[config.mk]
export PLATFORM = sky130hd
export DESIGN_NAME = seg7_scan_reader
export DESIGN_NICKNAME = d
export VERILOG_FILES = /design/src/rtl/seg7_scan_reader.sv
export SDC_FILE = /design/constraint.sdc
export NUM_CORES = 1
export LEC_CHECK = 0
export CORE_AREA = 2 2 124 102
export CTS_CLUSTER_SIZE = 8
export DETAILED_ROUTE_END_ITERATION = 8
export DIE_AREA = 0 0 126 104
export PLACE_DENSITY_LB_ADDON = 0.12
export SYNTH_ARGS = -nofsm -noshare
export SYNTH_HDL_FRONTEND = slang
export SYNTH_SLANG_ARGS = --single-unit
[constraint.sdc]
create_clock -name clk -period 2.9 [get_ports clk]
set_input_delay 0.58 -clock clk [delete_from_list [all_inputs] [get_ports clk]]
set_output_delay 0.58 -clock clk [all_outputs]
set_load 0.01 [all_outputs]
[src/rtl/seg7_scan_reader.sv]
// Reads back a multiplexed active-low 7-segment bus and publishes stable BCD digits.
// Define SEG7_READER_SYNC_EN to put a 2-flop synchronizer on seg/an (bus from another clock domain or a pin).
module seg7_scan_reader #(
   parameter int DIGITS        = 4,
   parameter int STABLE_FRAMES = 2
) (
   input  logic                  clk,
   input  logic                  rst_n,
   input  logic [6:0]            seg,
   input  logic [DIGITS-1:0]     an,
   output logic [4*DIGITS-1:0]   bcd,
   output logic [DIGITS-1:0]     blank,
   output logic                  valid,
   output logic                  err
);

   localparam logic [3:0] STABLE_CNT = 4'(STABLE_FRAMES);

   logic [6:0]          seg_q;
   logic [DIGITS-1:0]   an_q;

`ifdef SEG7_READER_SYNC_EN
   logic [6:0]          seg_m;
   logic [DIGITS-1:0]   an_m;

   always_ff @(posedge clk or negedge rst_n) begin
      if (!rst_n) begin
         seg_m <= '1;
         seg_q <= '1;
         an_m  <= '1;
         an_q  <= '1;
      end else begin
         seg_m <= seg;
         seg_q <= seg_m;
         an_m  <= an;
         an_q  <= an_m;
      end
   end
`else
   assign seg_q = seg;
   assign an_q  = an;
`endif

   logic [6:0]          pat;
   logic [DIGITS-1:0]   act;
   logic                onehot;

   assign pat    = ~seg_q;
   assign act    = ~an_q;
   assign onehot = (act != '0) && ((act & (act - DIGITS'(1))) == '0);

   // {bad, blank, value}; blank and invalid both carry a 4'hF value field
   function automatic logic [5:0] decode(input logic [6:0] p);
      logic [5:0] r;
      case (p)
         7'h3F:         r = {2'b00, 4'd0};
         7'h06:         r = {2'b00, 4'd1};
         7'h5B:         r = {2'b00, 4'd2};
         7'h4F:         r = {2'b00, 4'd3};
         7'h66:         r = {2'b00, 4'd4};
         7'h6D:         r = {2'b00, 4'd5};
         7'h7D, 7'h7C:  r = {2'b00, 4'd6};
         7'h07, 7'h27:  r = {2'b00, 4'd7};
         7'h7F:         r = {2'b00, 4'd8};
         7'h6F, 7'h67:  r = {2'b00, 4'd9};
         7'h00:         r = {2'b01, 4'hF};
         default:       r = {2'b10, 4'hF};
      endcase
      return r;
   endfunction

   logic [DIGITS-1:0]   act_prev;
   logic                cap_done;
   logic                capture;
   logic [5:0]          dec;

   // capture once, on the second cycle of a steady one-hot enable
   assign capture = onehot && (act == act_prev) && !cap_done;
   assign dec     = decode(pat);

   always_ff @(posedge clk or negedge rst_n) begin
      if (!rst_n) begin
         act_prev <= '0;
         cap_done <= 1'b0;
      end else begin
         act_prev <= onehot ? act : '0;
         cap_done <= onehot && (act == act_prev);
      end
   end

   logic [4*DIGITS-1:0] frm_bcd;
   logic [DIGITS-1:0]   frm_blank;
   logic [DIGITS-1:0]   frm_bad;
   logic [DIGITS-1:0]   seen;
   logic                frame_end;

   always_ff @(posedge clk or negedge rst_n) begin
      if (!rst_n) begin
         frm_bcd   <= '1;
         frm_blank <= '1;
         frm_bad   <= '0;
         seen      <= '0;
         frame_end <= 1'b0;
      end else begin
         frame_end <= 1'b0;
         if (capture) begin
            for (int i = 0; i < DIGITS; i++) begin
               if (act[i]) begin
                  frm_bcd[4*i +: 4] <= dec[3:0];
                  frm_blank[i]      <= dec[4];
                  frm_bad[i]        <= dec[5];
               end
            end
            if ((seen | act) == '1) begin
               seen      <= '0;
               frame_end <= 1'b1;
            end else begin
               seen <= seen | act;
            end
         end
      end
   end

   logic [4*DIGITS-1:0] cand_bcd,   cand_bcd_nxt;
   logic [DIGITS-1:0]   cand_blank, cand_blank_nxt;
   logic [3:0]          cnt,        cnt_nxt;
   logic                any_bad;
   logic                frm_match;
   logic                publish;
   logic                err_nxt;

   assign any_bad   = |frm_bad;
   assign frm_match = (frm_bcd == cand_bcd) && (frm_blank == cand_blank);

   always_comb begin
      cand_bcd_nxt   = cand_bcd;
      cand_blank_nxt = cand_blank;
      cnt_nxt        = cnt;
      err_nxt        = 1'b0;
      publish        = 1'b0;
      if (frame_end) begin
         if (any_bad) begin
            err_nxt        = 1'b1;
            cnt_nxt        = '0;
            cand_bcd_nxt   = '1;
            cand_blank_nxt = '1;
         end else begin
            if (frm_match) begin
               cnt_nxt = (cnt >= STABLE_CNT) ? STABLE_CNT : cnt + 4'd1;
            end else begin
               cand_bcd_nxt   = frm_bcd;
               cand_blank_nxt = frm_blank;
               cnt_nxt        = 4'd1;
            end
            // candidate now equals the frame, so compare the frame to what is published
            publish = (cnt_nxt == STABLE_CNT) &&
                      ((frm_bcd != bcd) || (frm_blank != blank));
         end
      end
   end

   always_ff @(posedge clk or negedge rst_n) begin
      if (!rst_n) begin
         cand_bcd   <= '1;
         cand_blank <= '1;
         cnt        <= '0;
         bcd        <= '1;
         blank      <= '1;
         valid      <= 1'b0;
         err        <= 1'b0;
      end else begin
         cand_bcd   <= cand_bcd_nxt;
         cand_blank <= cand_blank_nxt;
         cnt        <= cnt_nxt;
         valid      <= publish;
         err        <= err_nxt;
         if (publish) begin
            bcd   <= frm_bcd;
            blank <= frm_blank;
         end
      end
   end

endmodule

==> flow_summary.json <==
{
  "synth_nets": 331,
  "cp-start-kind": "input port",
  "antenna_found_initial": 0,
  "cts_hold_buf": 0,
  "die_x_um": 126,
  "cap_violations": 0,
  "diodes": 0,
  "async_flop_share_pct": 100.0,
  "post_cts_resize_count": 0,
  "fmax_ghz": 0.4056,
  "ys_ff_latch": 80,
  "path_class": "input port to flop",
  "start_util_pct": 33.94,
  "path_cells": "clkdlybuf4s50_1 > nor4b_1 > a22oi_1 > o311ai_1 > o21ai_1 > mux2_1",
  "synth_cells": 316,
  "path_delay_family": "compound AO/OA/AOI/OAI gates",
  "tritoncts": "done",
  "grt_pass1_wl_um": 14450,
  "syn_area_per_cell_sq_um": 12.77,
  "clock_sinks": 80,
  "final_util_pct": 40.78,
  "period_share_pct": 85.02,
  "numCtsBuffers": 9,
  "leakagePower_uw": 0.002206,
  "synth_ff_type": "dfstp_2",
  "relSlewSlack_pct": 51.80,
  "path_buf_inv": 1,
  "port_buffers": 34,
  "cts_max_level": 3,
  "crit_path_max_fanout": 9,
  "endpoint_kind": "flop",
  "num-nets-final": 371,
  "num_rows": 36,
  "top_regs": "bcd (16), cand_bcd (16), frm_bcd (16)",
  "wire_per_inst_um": 16.92,
  "cp.required_ns": 3.16,
  "period_needed_ns": 2.465,
  "rrSetupSlack_ns": 0.59,
  "grtUsageTotal_pct": 14.01,
  "via_count": 2632,
  "die_y_um": 104,
  "vias_per_cell": 5.131,
  "layout-drive-gt1-share_pct": 33.80,
  "dieArea_sq_um": 13100,
  "synth_top_cell_by_area": "dfstp_2",
  "synth_most_common_cell": "dfstp_2",
  "coreArea_sq_um": 11890,
  "route.detailed.drc": 0,
  "dp_hpwl_um": 6093,
  "antenna_left": 0,
  "gp_congestion": 0.8339,
  "totalPowerFinal_uw": 3227,
  "vdd_ir_drop_max_mv": 0.3557,
  "first_pass_iters": 4,
  "setup-violations-final": 0,
  "syn_to_final_growth_pct": 20.15,
  "setup_tns_ns": 0,
  "synth_top_area_share_pct": 39.06,
  "final_max_slew_viol_count": 0,
  "synthDistinctLibCells": 58,
  "rsz0062_at_grt": "false",
  "ys_seq_area_share_pct": 51.46,
  "synth_common_cells": "60 x dfstp_2, 33 x xor2_1, 20 x dfrtp_1, 19 x mux2_4, 15 x mux2_1",
  "synth_edf_count": 0,
  "worstMarginPinSlew_ns": 0.7165,
  "first_global_vias": 2698,
  "hold_violations": 0,
  "dr.first_iter.drc_count": 84,
  "worstPathArrival_ns": 2.72,
  "post_cts_buffers": 0,
  "clock_skew_ns": 0.004383,
  "holdWs_ns": 0.2651,
  "syn-cell-area_sq_um": 4036,
  "power.density_nw_per_um2": 665.3,
  "grt_overflow": 0,
  "ys_top_cells_by_area": "dfstp_2 39%, dfrtp_1 12%, xor2_1 7.2%",
  "worstHoldPathType": "input port to async pin",
  "yosysWarningCount": 0,
  "cts_buffer_depth": 2,
  "io_pins": 35,
  "cts.clk_slew.worst_paths_ns": 0.06,
  "slowest_delay_ns": 0.56,
  "status": "finished clean",
  "critical_path.slowest_cell": "nor4b_1",
  "clockRootBuffer": "clkbuf_16",
  "clk_latency_ns": 0.33,
  "routed_wl_um": 8681,
  "grt_start_max_net_pins": 81
}
## cells in the final DEF, fill, tap and decap left out, drive strengths merged, types with 4 or more instances in the layout
master | Yosys | final
a211o | 5 | 5
dfrtp | 20 | 20
dfstp | 60 | 60
nor2 | 10 | 10
o211a | 5 | 5
clkdlybuf4s50 | 0 | 33
o32a | 15 | 15
inv | 14 | 14
o21ai | 4 | 4
and3 | 5 | 5
xor2 | 33 | 33
nor4 | 10 | 10
buf | 4 | 10
xnor2 | 12 | 12
nand2 | 7 | 7
nand3 | 5 | 5
clkbuf | 10 | 12
o21a | 4 | 4
mux2 | 44 | 44
## worst reg2reg max path, stage by stage, from the launching register on
cell	delay [ns]
dfrtp_1	0.37
or4_4	0.59
or2_0	0.27
a2111oi_2	0.27
o211ai_2	0.16
buf_4	0.25
mux2_4	0.32
## per-stage QoR
step | setup slack (ns) | cells | area [sq um]
after floorplan | 0.6680 | 316 | 4036
after global placement | 0.1402 | 497 | 4568
after detailed placement | 0.07556 | 497 | 4568
after CTS | 0.4321 | 513 | 4850
after global routing | 0.1057 | 513 | 4850
final | 0.4346 | 513 | 4850
## kinds of logic after synthesis
kind of cell	share of synthesized area, %
AOI/OAI and AO/OA	12.18
xor gates and xnor gates	9.764
adders and majority gates	0.6199
buffers and inverters	3.193
DFF	51.46
muxes	14.04
and+or+nand+nor	8.742
## final timing paths
check                           cells past startpoint        from            to
max in group asynchronous                           2       rst_n  frm_blank[3]
worst max register to register                      6  frm_bad[1]        bcd[4]
worst min-delay path                                2       rst_n         valid
min in group clk                                    1     seen[1]       seen[1]
worst max-delay path                                6      seg[2]    frm_bcd[3]
worst min register to register                      1     seen[1]       seen[1]
## cell type report
cell class                      instances  area [sq um]
Multi-Input combinational cell        208          1831
Clock inverter                          4         45.04
Timing Repair Buffer                   43         417.9
Inverter                               14         52.55
Sequential cell                        80          2077
Tap cell                              152         190.2
Fill cell                            1151          7042
Clock buffer                           12         236.5
## power breakdown
part           internal [uW]  switching, uW  total [uW]
Clock                    663            423        1090
Combinational            287            260         547
Sequential              1390            207        1590
Total                   2340            889        3230
## metal layers
metal | vias up | GRT usage [%] | routed length [um]
met4 | 0 | 3.061 | 68
met5 | - | 0 | 0
li1 | 1242 | - | -
met3 | 6 | 4.527 | 284
met1 | 1343 | 20.16 | 4560
met2 | 41 | 20.58 | 3767
Note: power is estimated with default switching activity, not from simulation.
